[src/rtl/apb_master_arbiter.sv]
`default_nettype none
// ============================================================================
// Module   : apb_master_arbiter
// Purpose  : APB master shared by two requesters with round-robin arbitration.
//            A granted request is latched onto PWRITE/PRWADDR/PRWDATA, driven
//            through the SETUP and ACCESS phases, and completed on PREADY or
//            on an ACCESS-phase timeout. Read data and status are returned to
//            the requester that owned the transfer.
// Ports    : PCLK, PRESETn            clock, async active-low reset
//            reqN_valid/write/addr/wdata  request from requester N (0/1)
//            reqN_ack                 1-cycle acceptance pulse to requester N
//            rsp_valid/id/rdata/err   completion pulse, owner, data, timeout
//            PSEL/PENABLE/PWRITE/PRWADDR/PRWDATA  APB request side
//            PRDATA1/PREADY           APB slave response side
// Revision : 1.0 - initial release
// ============================================================================
module apb_master_arbiter #(
    parameter int ADDR_W  = 32,
    parameter int DATA_W  = 32,
    parameter int TIMEOUT = 16
) (
    input  logic              PCLK,
    input  logic              PRESETn,
    // requester 0
    input  logic              req0_valid,
    input  logic              req0_write,
    input  logic [ADDR_W-1:0] req0_addr,
    input  logic [DATA_W-1:0] req0_wdata,
    output logic              req0_ack,
    // requester 1
    input  logic              req1_valid,
    input  logic              req1_write,
    input  logic [ADDR_W-1:0] req1_addr,
    input  logic [DATA_W-1:0] req1_wdata,
    output logic              req1_ack,
    // response
    output logic              rsp_valid,
    output logic              rsp_id,
    output logic [DATA_W-1:0] rsp_rdata,
    output logic              rsp_err,
    // APB
    output logic              PSEL,
    output logic              PENABLE,
    output logic              PWRITE,
    output logic [ADDR_W-1:0] PRWADDR,
    output logic [DATA_W-1:0] PRWDATA,
    input  logic [DATA_W-1:0] PRDATA1,
    input  logic              PREADY
);

    localparam int c_CNT_W = (TIMEOUT < 1) ? 1 : $clog2(TIMEOUT + 1);

    typedef enum logic [1:0] {
        ST_IDLE   = 2'd0,
        ST_SETUP  = 2'd1,
        ST_ACCESS = 2'd2
    } state_t;

    state_t            r_state;
    state_t            w_state_nxt;

    logic              r_last_grant;
    logic              r_owner;
    logic              r_pwrite;
    logic [ADDR_W-1:0] r_praddr;
    logic [DATA_W-1:0] r_pwdata;
    logic              r_rsp_valid;
    logic              r_rsp_id;
    logic [DATA_W-1:0] r_rsp_rdata;
    logic              r_rsp_err;

    logic              w_any_valid;
    logic              w_gnt_id;
    logic              w_grant;
    logic              w_done;
    logic              w_timeout;

    assign w_any_valid = req0_valid | req1_valid;
    // With both requesters pending, the one that did not win last time wins.
    assign w_gnt_id    = (req0_valid & req1_valid) ? ~r_last_grant : req1_valid;
    assign w_done      = (r_state == ST_ACCESS) & (PREADY | w_timeout);

    // ------------------------------------------------------------------
    // ACCESS-phase timeout: the counter is zero on the first ACCESS cycle
    // (every ACCESS is entered from SETUP), so a value of TIMEOUT-1 marks
    // the last permitted ACCESS cycle.
    // ------------------------------------------------------------------
    generate
        if (TIMEOUT != 0) begin : g_timeout
            localparam logic [c_CNT_W-1:0] c_TMAX  = c_CNT_W'(TIMEOUT);
            localparam logic [c_CNT_W-1:0] c_TLAST = c_CNT_W'(TIMEOUT - 1);
            logic [c_CNT_W-1:0] r_tcnt;

            always_ff @(posedge PCLK or negedge PRESETn) begin
                if (!PRESETn) begin
                    r_tcnt <= '0;
                end else if (r_state != ST_ACCESS) begin
                    r_tcnt <= '0;
                end else if (r_tcnt != c_TMAX) begin
                    r_tcnt <= r_tcnt + 1'b1;
                end
            end

            assign w_timeout = (r_state == ST_ACCESS) & (r_tcnt == c_TLAST);
        end else begin : g_no_timeout
            assign w_timeout = 1'b0;
        end
    endgenerate

    // ------------------------------------------------------------------
    // State register
    // ------------------------------------------------------------------
    always_ff @(posedge PCLK or negedge PRESETn) begin
        if (!PRESETn) begin
            r_state <= ST_IDLE;
        end else begin
            r_state <= w_state_nxt;
        end
    end

    // ------------------------------------------------------------------
    // Next state and phase outputs. PSEL/PENABLE decode straight from the
    // state register so an asynchronous reset drops them immediately.
    // ------------------------------------------------------------------
    always_comb begin
        w_state_nxt = r_state;
        w_grant     = 1'b0;
        PSEL        = 1'b0;
        PENABLE     = 1'b0;
        case (r_state)
            ST_IDLE: begin
                if (w_any_valid) begin
                    w_grant     = 1'b1;
                    w_state_nxt = ST_SETUP;
                end
            end
            ST_SETUP: begin
                PSEL        = 1'b1;
                w_state_nxt = ST_ACCESS;
            end
            ST_ACCESS: begin
                PSEL    = 1'b1;
                PENABLE = 1'b1;
                if (w_done) begin
                    // Back-to-back: a pending request is taken in the
                    // completion cycle so PSEL stays high into SETUP.
                    if (w_any_valid) begin
                        w_grant     = 1'b1;
                        w_state_nxt = ST_SETUP;
                    end else begin
                        w_state_nxt = ST_IDLE;
                    end
                end
            end
            default: begin
                w_state_nxt = ST_IDLE;
            end
        endcase
    end

    // A requester must never see an acceptance while the block is held in
    // reset, even though the reset state is IDLE.
    assign req0_ack = w_grant & ~w_gnt_id & PRESETn;
    assign req1_ack = w_grant &  w_gnt_id & PRESETn;

    // ------------------------------------------------------------------
    // Request latch and response registers
    // ------------------------------------------------------------------
    always_ff @(posedge PCLK or negedge PRESETn) begin
        if (!PRESETn) begin
            r_last_grant <= 1'b1;
            r_owner      <= 1'b0;
            r_pwrite     <= 1'b0;
            r_praddr     <= '0;
            r_pwdata     <= '0;
            r_rsp_valid  <= 1'b0;
            r_rsp_id     <= 1'b0;
            r_rsp_rdata  <= '0;
            r_rsp_err    <= 1'b0;
        end else begin
            if (w_grant) begin
                r_last_grant <= w_gnt_id;
                r_owner      <= w_gnt_id;
                r_pwrite     <= w_gnt_id ? req1_write : req0_write;
                r_praddr     <= w_gnt_id ? req1_addr  : req0_addr;
                r_pwdata     <= w_gnt_id ? req1_wdata : req0_wdata;
            end
            r_rsp_valid <= w_done;
            if (w_done) begin
                // PREADY low here means the completion came from the timeout.
                r_rsp_id    <= r_owner;
                r_rsp_err   <= ~PREADY;
                r_rsp_rdata <= (PREADY & ~r_pwrite) ? PRDATA1 : '0;
            end
        end
    end

    assign PWRITE    = r_pwrite;
    assign PRWADDR   = r_praddr;
    assign PRWDATA   = r_pwdata;
    assign rsp_valid = r_rsp_valid;
    assign rsp_id    = r_rsp_id;
    assign rsp_rdata = r_rsp_rdata;
    assign rsp_err   = r_rsp_err;

endmodule
`default_nettype wire
[config.mk]
export PLATFORM = sky130hd
export DESIGN_NAME = apb_master_arbiter
export DESIGN_NICKNAME = d
export VERILOG_FILES = /design/src/rtl/apb_master_arbiter.sv
export SDC_FILE = /design/constraint.sdc
export NUM_CORES = 1
export LEC_CHECK = 0
export CORE_MARGIN = 8
export CORE_UTILIZATION = 40
export DETAILED_ROUTE_END_ITERATION = 10
export PLACE_DENSITY_LB_ADDON = 0.25
export RECOVER_POWER = 50
export SLEW_MARGIN = 10
export SYNTH_ARGS = -nofsm -noshare
export SYNTH_HDL_FRONTEND = slang
export SYNTH_SLANG_ARGS = --single-unit
[constraint.sdc]
create_clock -name PCLK -period 2.6 [get_ports PCLK]
set_input_delay 0.26 -clock PCLK [delete_from_list [all_inputs] [get_ports PCLK]]
set_output_delay 0.26 -clock PCLK [all_outputs]
set_load 0.02 [all_outputs]
* After elaboration in Yosys (flattened, before gate mapping)
Index checks and enable logic that the tools add are counted.
** Word-level totals
- ROM bits :: 0
- Memories kept :: 0
- Word-level logic and storage cells :: 53
- Bits in writable memories :: 0
- Latch bits :: 0
- Flip-flop bits (word level) :: 109
** Cells by class
- Equality and inequality tests :: 7
- $lt $le $gt $ge :: 0
- Shift-type cells :: 0
- $add $sub $neg :: 1
- Multiply operators :: 0
- Muxes and demuxes :: 16
- Bitwise gates (word level) :: 14
- Div/mod/pow operators :: 0
- Reductions and logical operators :: 4
** Operator list (number)
- $mux 32 :: 3
- $mux 5 :: 2
- $and 1x1->1 :: 8
- $mux 1 :: 7
- $ne 2x2->1 const B :: 3
- $pmux 2 s3 :: 1
- $add 5x1->5 const B :: 1
- $eq 5x4->1 const B :: 1
- $ne 5x5->1 const B :: 1
- $mux 2 :: 2
- $not 1->1 :: 4
- $eq 2x1->1 const B :: 1
- $eq 2x2->1 const B :: 1
- $logic_not 2->1 :: 1
- $or 1x1->1 :: 2
- $pmux 1 s2 :: 1
- $reduce_and 2->1 :: 1
- $reduce_bool 2->1 :: 1
- $reduce_or 2->1 :: 1

* Logic depth before layout (Yosys ltp)
- Word-level depth :: 8
- Depth in mapped cells :: 10

* Least setup slack after synthesis
No wires, ideal clock.
- Path type :: register -> register
- From :: register g_timeout.r_tcnt[0]
- To :: register r_praddr[17], in the netlist PRWADDR[17]
- Path buffers :: 3
- Cell stages (with the launch flop) :: 11
- Arrival :: 1.867 ns
- Data required time :: 2.477 ns
- Slack :: 0.610 ns
- Setup time :: 0.123 ns
- Cells stage by stage :: dfrtp_1 ha_1 and3_1 ha_1 o21ai_4 inv_2 buf_6 nor2_4 buf_6 buf_8 o2bb2ai_2
** On the way
- Word-level cells in the longest chain between the ends :: 6
** RTL lines
- start: declaration :: line 92 : logic [c_CNT_W-1:0] r_tcnt;
- start signal: assignment :: line 100 : r_tcnt <= r_tcnt + 1'b1;
- $eq 5x4->1 :: line 104 : assign w_timeout = (r_state == ST_ACCESS) & (r_tcnt == c_TLAST);
- $and 1x1->1 :: line 104
- $or 1x1->1 :: line 81 : assign w_done = (r_state == ST_ACCESS) & (PREADY | w_timeout);
- $and 1x1->1 :: line 81
- $mux 1 :: line 144 : if (w_done) begin
- $pmux 1 s2 :: line 130 : case (r_state)
- end signal: assignment :: line 185 : r_praddr <= w_gnt_id ? req1_addr : req0_addr;
- end: declaration :: line 65 : logic [ADDR_W-1:0] r_praddr;
Every way passes these cells.
A chain may end at the register's enable or synchronous reset.

* Final worst setup path
- From :: register g_timeout.r_tcnt[0]
- To :: output req0_ack
** On the way
- Word-level cells in the longest chain between the ends :: 8
** RTL lines
- $eq 5x4->1 :: line 104
- $and 1x1->1 :: line 104
- $or 1x1->1 :: line 81
- $and 1x1->1 :: line 81
- $mux 1 :: line 144
- $pmux 1 s2 :: line 130
- $and 1x1->1 (2 in a row) :: line 163 : assign req0_ack = w_grant & ~w_gnt_id & PRESETn;
- end: declaration :: line 29 : output logic req0_ack,
Every way passes these cells.

==> impl_metrics.csv <==
group,metric,value,unit
yosys,synth_seq_area_share,0.5239,
yosys,synthArstFlopShare,1.000,
floorplanning,die_y,130.1,um
worst_hold_path,min_path_type,"input port to async pin",
clocking,clk_latency,0.34,ns
floorplanning,core_area,12670,um^2
clocking,cts_buffers,9,
place,dp_cells,846,
setup_path,cp_slowest_cell,"dfrtp_1",
place,dpl.hpwl,13550,um
grt,grt_pass1_wl,26920,um
yosys,synth_edf_count,0,
grt,grt_util_all_layers,0.2068,
timing,fin_crit,2.480,ns
setup_path,cp_max_fo,4,
grt,overflow,0,
setup_path,cp_data_arrival_time,2.22,ns
setup_path,rrSetupSlack,0.45,ns
layout,stdcell_count,863,
layout,area.growth.synth_to_final,58.66,%
place,numPortBuffers,270,
timing,rsz0062_at_grt,"false",
run,drv_cap,0,
timing,fin_skew,0.007367,ns
yosys,avgSynthCellArea,11.92,um^2
route,drt_iter0_markers,242,
floorplanning,die_area,16930,um^2
clocking,post_cts_buffers,0,
floorplanning,io_pins,271,
setup_path,crit_path_frequent_cell,"ha_1",
layout,mostFrequentLayoutCells,"clkdlybuf4s50_1 (219), dfrtp_1 (108), nand2_1 (67)",
grt,grt_max_degree,67,
route,drt-total-wl,18010,um
yosys,synth_area,5209,um^2
grt,antenna_found_initial,2,
clocking,ctsRootBufferMaster,"clkbuf_16",
timing,relSlewSlack,0.03553,
setup_path,critical_path.max_stage_delay,0.42,ns
layout,drive_gt1_frac,0.1145,
route,avgViaCountPerCell,5.419,
grt,grt_pass1_vias,4771,
setup_path,cp-start-kind,"flip-flop",
route,dr.pass1.iters,4,
layout,fillerInstances,951,
clocking,clk_pin_slew,0.07,ns
layout,final_util,0.6522,
power_and_ir_drop,ir_drop,0.0006146,V
floorplanning,die_w,130.1,um
route,num_vias,4677,
clocking,cts_sinks,109,
yosys,ys_types,38,
timing,maxSlewViolCount,0,
place,place_congestion,0.8098,
setup_path,crit_required,2.34,ns
power_and_ir_drop,p_leak,3.449,nW
yosys,ys.flop_type,"dfrtp_1",
yosys,yosysWarnings,0,
layout,final_common_cell,"clkdlybuf4s50_1",
timing,finalSetupTns,0,ns
route,postRouteAntennaNets,0,
yosys,synth_nets,611,
setup_path,crit_type,"flip-flop to output pin",
outcome,status,"complete, no violations",
route,drc,0,
route,wl_per_cell,20.86,um
floorplanning,rows,41,
clocking,htreeDepth,3,
timing,fmax,0.4032,GHz
setup_path,crit_chain,"ha_1, and3_1, ha_1, o21ai_4, nand2b_1, and4_1, clkdlybuf4s15_1",
yosys,ys_seq_elements,109,
clocking,hold_buffers,0,
clocking,ctsResizeCount,2,
timing,finalHoldViolCount,0,
layout,nets,859,
clocking,clk_path_buf_depth,2,
floorplanning,start_util,0.4111,
clocking,cts_tree,"done",
setup_path,end_kind,"output pin",
power_and_ir_drop,p_per_area,1132,nW/um^2
yosys,synthCells,437,
timing,setup_viol,0,
timing,period_share,0.9540,
timing,tightestPinTransition,1.447,ns
[flip-flops by register name, indices dropped and copies added, names as in the netlist]
name              flops
g_timeout.r_tcnt      5
PRWADDR              32
rsp_rdata            32
PRWDATA              32
PWRITE                1
r_last_grant          1
rsp_err               1
r_state               2
rsp_valid             1
rsp_id                1
r_owner               1
[synth_stat cells (2+ instances only)]
cell / count / share of area
dfrtp_1: 108 / 0.52
a21oi_1: 5 / 0.0048
nand2_1: 67 / 0.048
nand2b_1: 3 / 0.0036
buf_4: 4 / 0.0058
nor3_1: 2 / 0.0019
buf_8: 4 / 0.012
clkbuf_1: 15 / 0.011
a32oi_1: 65 / 0.11
nor2_1: 5 / 0.0036
o2bb2ai_2: 40 / 0.12
buf_2: 17 / 0.016
buf_6: 6 / 0.013
ha_1: 7 / 0.017
o2bb2ai_1: 25 / 0.042
inv_1: 8 / 0.0058
nand3_1: 33 / 0.032
o21ai_0: 2 / 0.0019
and3_1: 2 / 0.0024
[metrics by stage]
stage | worst slack (ns) | total power (W) | cell area, um^2 | hold slack, ns
2_1_floorplan | 0.6098 | 0.005883 | 5209 | -0.03559
3_3_place_gp | 0.2683 | 0.008084 | 7979 | 0.4222
6_report | 0.1197 | 0.009352 | 8264 | 0.3631
5_1_grt | 0.009201 | 0.009903 | 8262 | 0.4214
3_5_place_dp | 0.2352 | 0.008204 | 7979 | 0.4425
4_1_cts | 0.07224 | 0.009602 | 8269 | 0.06097
[layout make-up]
class                      count  area (um^2)  area share
antenna                        1        2.502   0.0003028
tap                          172        215.2     0.02604
timing repair buffer         284         2828      0.3422
clock inverter                 5        50.05    0.006056
sequential                   109         2729      0.3302
clock buffer                  11        242.7     0.02937
inverter                       9        33.78    0.004088
multi-input combinational    272         2163      0.2618
[critical path, delay by kind of cell, from the launching register on]
kind            cells  cell delay (ns)
flops               1             0.42
compound gates      1             0.19
simple gates        3             0.51
buf+inv             1             0.30
fa+ha+maj           2             0.46
[worst paths after layout]
path,to,depth (start not counted),start
worst min-delay path,PRWDATA[16]$_DFFE_PN0N_,2,PRESETn
worst max register to register,PRWDATA[28]$_DFFE_PN0N_,8,g_timeout.r_tcnt[0]$_DFFE_PN0P_
worst min register to register,rsp_rdata[30]$_DFFE_PN0N_,2,rsp_rdata[30]$_DFFE_PN0N_
worst max-delay path,req0_ack,7,g_timeout.r_tcnt[0]$_DFFE_PN0P_
max in group asynchronous,rsp_rdata[2]$_DFFE_PN0N_,2,PRESETn
min in group PCLK,r_owner$_DFFE_PN0N_,3,req0_valid
[where the power goes]
part | internal, W | switching, W
clock network | 0.000768 | 0.000599
logic | 0.00227 | 0.00275
registers | 0.00248 | 0.000485
[kinds of logic after synthesis]
kind of cell,synth area share
adder cells (fa/ha/maj),0.01681
AND/OR/NAND/NOR,0.1019
XOR/XNOR,0.003364
multiplexers,0.002162
AO/OA/AOI/OAI,0.2873
flip-flops,0.5239
buffers and inverters,0.06461
[metal layers]
| metal | vias to the layer above | global-route usage | part of all wire |
|---|---|---|---|
| li1 | 2177 | - | - |
| met1 | 2268 | 0.2446 | 0.38 |
| met2 | 209 | 0.3388 | 0.48 |
| met3 | 19 | 0.07956 | 0.13 |
| met4 | 4 | 0.06762 | 0.014 |
| met5 | - | 0 | 0.0015 |
Power figures use the tool's default switching activity.
